$ cat src/rtl/serial_fadd_pkg.sv
// Shared types and sizing helpers for the digit-serial adder.
package serial_fadd_pkg;

    typedef enum logic [1:0] {IDLE, RUN, FIN} state_t;

    function automatic int unsigned ndig(input int unsigned width, input int unsigned digit);
        return width / digit;
    endfunction

    // Counter must be able to hold NDIG itself.
    function automatic int unsigned cnt_width(input int unsigned width,
                                              input int unsigned digit);
        return $clog2(width / digit + 1);
    endfunction

endpackage

$ cat src/rtl/fadd_slice.sv
// DIGIT-wide ripple adder made of chained 1-bit full-adder cells.
module fadd_slice #(
    parameter int unsigned DIGIT = 2
) (
    input  logic [DIGIT-1:0] a,
    input  logic [DIGIT-1:0] b,
    input  logic             cin,
    output logic [DIGIT-1:0] sum,
    output logic             cout,
    output logic             ctop
);

    logic carry;

    always_comb begin
        carry = cin;
        ctop  = cin;
        sum   = '0;
        for (int i = 0; i < int'(DIGIT); i++) begin
            if (i == int'(DIGIT) - 1) ctop = carry;
            sum[i] = a[i] ^ b[i] ^ carry;
            carry  = (a[i] & b[i]) | (carry & (a[i] ^ b[i]));
        end
        cout = carry;
    end

endmodule

$ cat src/rtl/serial_fadd.sv
// Digit-serial WIDTH-bit adder with start/ready/done handshake.
// Define SERIAL_FADD_SUB_EN to add a SUB input for A - B.
module serial_fadd
    import serial_fadd_pkg::*;
#(
    parameter int unsigned WIDTH = 8,
    parameter int unsigned DIGIT = 2
) (
    input  logic             CLK,
    input  logic             RST,
    input  logic             START,
    input  logic [WIDTH-1:0] A,
    input  logic [WIDTH-1:0] B,
    input  logic             CIN,
`ifdef SERIAL_FADD_SUB_EN
    input  logic             SUB,
`endif
    output logic             READY,
    output logic             DONE,
    output logic [WIDTH-1:0] SUM,
    output logic             COUT,
    output logic             OVF
);

    localparam int unsigned NDIG = ndig(WIDTH, DIGIT);
    localparam int unsigned CW   = cnt_width(WIDTH, DIGIT);

    if (DIGIT == 0 || (WIDTH % DIGIT) != 0) begin : g_bad_params
        $error("serial_fadd: WIDTH must be a non-zero multiple of DIGIT");
    end

    state_t           state_q;
    logic [WIDTH-1:0] a_q, b_q, sum_q, sum_next;
    logic             carry_q, cout_q, ovf_q, done_q;
    logic [CW-1:0]    cnt_q;
    logic [DIGIT-1:0] s_sum;
    logic             s_cout, s_ctop;
    logic             b_inv, cin_eff;

    fadd_slice #(.DIGIT(DIGIT)) u_slice (
        .a    (a_q[DIGIT-1:0]),
        .b    (b_q[DIGIT-1:0]),
        .cin  (carry_q),
        .sum  (s_sum),
        .cout (s_cout),
        .ctop (s_ctop)
    );

    // Subtraction is folded into capture: B inverted, carry forced to 1.
`ifdef SERIAL_FADD_SUB_EN
    assign b_inv   = SUB;
    assign cin_eff = SUB ? 1'b1 : CIN;
`else
    assign b_inv   = 1'b0;
    assign cin_eff = CIN;
`endif

    always_comb begin
        sum_next = sum_q >> DIGIT;
        sum_next[WIDTH-1 -: DIGIT] = s_sum;
    end

    always_ff @(posedge CLK or posedge RST) begin
        if (RST) begin
            state_q <= IDLE;
            a_q     <= '0;
            b_q     <= '0;
            sum_q   <= '0;
            carry_q <= 1'b0;
            cout_q  <= 1'b0;
            ovf_q   <= 1'b0;
            done_q  <= 1'b0;
            cnt_q   <= '0;
        end else begin
            case (state_q)
                IDLE: begin
                    done_q <= 1'b0;
                    if (START) begin
                        a_q     <= A;
                        b_q     <= b_inv ? ~B : B;
                        carry_q <= cin_eff;
                        cnt_q   <= '0;
                        state_q <= RUN;
                    end
                end
                RUN: begin
                    a_q     <= a_q >> DIGIT;
                    b_q     <= b_q >> DIGIT;
                    sum_q   <= sum_next;
                    carry_q <= s_cout;
                    cnt_q   <= cnt_q + CW'(1);
                    if (cnt_q == CW'(NDIG - 1)) begin
                        cout_q  <= s_cout;
                        ovf_q   <= s_cout ^ s_ctop;
                        done_q  <= 1'b1;
                        state_q <= FIN;
                    end
                end
                FIN: begin
                    done_q  <= 1'b0;
                    state_q <= IDLE;
                end
                default: state_q <= IDLE;
            endcase
        end
    end

    assign READY = (state_q == IDLE);
    assign DONE  = done_q;
    assign SUM   = sum_q;
    assign COUT  = cout_q;
    assign OVF   = ovf_q;

endmodule

$ cat config.mk
export PLATFORM = sky130hd
export DESIGN_NAME = serial_fadd
export DESIGN_NICKNAME = d
export VERILOG_FILES = /design/src/rtl/serial_fadd_pkg.sv /design/src/rtl/fadd_slice.sv /design/src/rtl/serial_fadd.sv
export SDC_FILE = /design/constraint.sdc
export NUM_CORES = 1
export LEC_CHECK = 0
export CAP_MARGIN = 20
export CORE_AREA = 2 2 65 67
export CTS_CLUSTER_SIZE = 10
export DETAILED_ROUTE_END_ITERATION = 6
export DIE_AREA = 0 0 67 69
export HOLD_SLACK_MARGIN = 0.1
export PLACE_DENSITY = 0.61
export SLEW_MARGIN = 20
export SYNTH_ARGS = -nofsm -noshare
export SYNTH_HDL_FRONTEND = slang
export SYNTH_SLANG_ARGS = --single-unit
export TNS_END_PERCENT = 50
$ cat constraint.sdc
create_clock -name CLK -period 5 [get_ports CLK]
set_clock_uncertainty 0.2 [all_clocks]
set_input_delay 0.75 -clock CLK [delete_from_list [all_inputs] [get_ports CLK]]
set_output_delay 0.75 -clock CLK [all_outputs]
set_load 0.01 [all_outputs]
==> results.md <==
* Mapped Cells: 153
* worst rel slew slack: 0.392
* number of levels in the clock H-tree: 2
* global placer's final weighted congestion: 0.790
* design internal power: 0.730 mW
* Synth Area in Compound Gates: 0.213
* Gate power share: 0.429
* mean post-synth cell area: 9.77 um2
* async set or reset register ratio after synthesis: 1.00
* Worst Setup SP: state_q[1]
* overall fraction of global-route tracks in use: 0.153
* num ports: 32
* vias per cell: 5.17
* library cell occupying the most area in the post-synthesis netlist: dfrtp_1
* Yosys reg bits: 33
* CTS sink cnt: 33
* number of optimization iterations in the first detailed-route pass: 4
* number of standard-cell rows in the floorplan: 23
* xor and xnor fraction of the mapped netlist area: 0.00586
* final number of setup-violating endpoints: 0
* EDFF count, synth: 0
* Ant. Diodes: 0
* maximum capacitance violations: 0
* final standard cell area without fillers: 1890 um2
* share of the clock period used by the worst path after layout: 0.507
* area inside the core boundary: 3910 um2
* highest fanout seen on the critical path: 16
* effective utilization at floorplan: 0.382
* Die Span X: 67 um
* register area share after synthesis: 0.552
* CTS tree: done
* Fmax achieved: 394 MHz
* crit end category: primary output
* overall via count from detail_route: 1205
* cell types with the largest area share after synthesis: dfrtp_1, o22ai_1, nand2_1
* Reg2Reg Depth: 3
* Synth Warn #: 0
* Final HPWL DP: 2260 um
* transition time of the tightest slew-check pin: 0.912 ns
* DRC: 0
* vias in the first global route: 1189
* shortest period the worst path allows: 2.54 ns
* synthesis-to-layout area growth: 26.7%
* IO Port Bufs: 31
* max-slew violation count: 0
* class of the most critical hold timing path: reg2reg
* peak supply drop: 0.252 mV
* part of the power in the clock network: 0.159
* top-area cell type share of the netlist area: 0.552
* Worst Hold End: SUM[0]
* Total Negative Setup Slacks: 0 ns
* total power after layout: 1.18 mW
* post-route ant nets: 0
* CTS buffer count: 5
* root cell of the clock tree: clkbuf_8
* unrepaired setup endpoints after global routing: false
* startpoint-to-endpoint class of the critical path: reg2out
* aggregate global routing overflow: 0
* buffers inserted during post-CTS setup optimization: 0
* switching portion of total power: 0.381
* number of antenna violations at the first check in global routing: 0
* deepest clock path buffer count: 2
* Cell Area, Placed: 1810 um2
* Power Density: 622 nW/um2
* switching power total: 0.448 mW
* largest net degree at the start of global routing: 34
* insertion delay of the later-clocked pin in the worst-skew pair: 0.28 ns
* largest family of logic cells by synthesized area: compound AO/OA/AOI/OAI gates
* clock transition time at the flip-flop clock pins of the worst setup and hold paths: 0.06 ns
* Post-synth top flop: dfrtp_1
* critical path startpoint category: flip-flop
* sequential group share of total power: 0.412
* Reg2Reg Launch Point: state_q[1]
* first-pass GRT wire length: 5400 um
* required time at the worst-slack endpoint: 4.05 ns
* instance count along the most critical hold path: 2
* mux contribution to synthesized area: 0
* worst path arrival time: 1.59 ns
* FF-to-FF End: b_q[4]
* library cells used by synthesis: 22
* final hold viol count: 0
* basic-gate share of the synthesized area counting and, or, nand and nor cells: 0.119
* Die Footprint: 4620 um2
* Hold Path Origin: SUM[0]
* syn nets: 177
* die outline height: 69 um
* share of synthesized cell area in full adder, half adder and majority cells: 0.0435
* Layout Nets: 206
* reported leakage power: 0.841 nW
* outcome: finished, final reports clean
* Detailed Route WL: 3230 um
* number of cells upsized or downsized after cts: 0
* post-synth design cell area: 1500 um2
* Register-to-Register Setup Slack: 2.92 ns
* number of DRC violations after detailed-routing iteration 0: 39
* fraction of layout cells with a size suffix above 1: 0.0437
* count of hold-fix buffers inserted at cts: 0
* Avg WL per Cell: 13.9 um
cells by family after synthesis:
| kind of cell | after synthesis |
|---|---|
| AOI/OAI and AO/OA | 54 |
| and+or+nand+nor | 41 |
| buffers and inverters | 20 |
| adders and majority gates | 4 |
| DFF | 33 |
| xor gates and xnor gates | 1 |
how the worst max path moves through the flow:
stage | end | slack, ns | cells after the start
after floorplan | OVF | 3.16 | 5
after global placement | b_q[3] | 2.42 | 4
after detailed placement | b_q[3] | 2.33 | 4
after CTS | READY | 2.44 | 2
after global routing | READY | 2.39 | 2
final | READY | 2.46 | 2
registers in the layout, summed over array words and instances, names as in the netlist:
signal and count:
COUT 1, carry_q 1, DONE 1, a_q 8, cnt_q 3, OVF 1
b_q 8, state_q 2, SUM 8
cell usage in the layout (no fill, tap or decap), drive strengths merged:
master         count
a22o               1
clkdlybuf4s50     31
nand2             28
o22ai             23
a21oi             13
nor2               6
nand2b             2
dfrtp             33
ha                 2
clkbuf             8
fa                 2
xnor2              1
and2b              1
o221a              1
a221oi             1
o21ai             15
nor2b              2
buf                1
inv               10
nand3b             2
power groups by stage:
stage	logic, mW	clock network (mW)	registers [mW]
3_5_place_dp	0.512	0	0.491
2_1_floorplan	0.360	0	0.476
5_1_grt	0.576	0.206	0.502
3_3_place_gp	0.491	0	0.485
4_1_cts	0.513	0.195	0.486
6_report	0.505	0.187	0.486
area by class of cell:
class,count,area [um2]
clock buffer,8,80.1
fill,385,2020
inverter,10,37.5
multi-input combinational,100,571
sequential,33,826
tap,50,62.6
timing repair buffer,32,318
synthesized netlist by cell type (all sizes together) (2+ instances only):
cell type / n
nor2: 6
nand2: 28
nor2b: 2
o22ai: 23
inv: 10
a21oi: 13
buf: 10
dfrtp: 33
nand2b: 2
o21ai: 15
nand3b: 2
ha: 2
fa: 2
critical path, cell delays in order (launching register included):
cell             delay, ns
dfrtp_1               0.54
nor2_1                0.20
clkdlybuf4s50_1       0.56
layer usage:
layer / track usage / wire length (um) / vias to the layer above
met3: 0.0343 / 190 / 8
met5: 0 / 0 / -
met2: 0.248 / 1630 / 34
li1: - / - / 590
met1: 0.193 / 1350 / 573
met4: 0.0680 / 63 / 0
per-stage QoR:
stage / hold WS, ns / worst slack [ns] / instances / util
2_1_floorplan: 0.248 / 3.16 / 153 / -
3_3_place_gp: 0.257 / 2.42 / 225 / 0.464
5_1_grt: 0.307 / 2.39 / 233 / 0.484
4_1_cts: 0.282 / 2.44 / 233 / 0.484
6_report: 0.280 / 2.46 / 233 / 0.484
3_5_place_dp: 0.266 / 2.33 / 225 / 0.464
No activity file was read; power rests on OpenSTA's default activity.
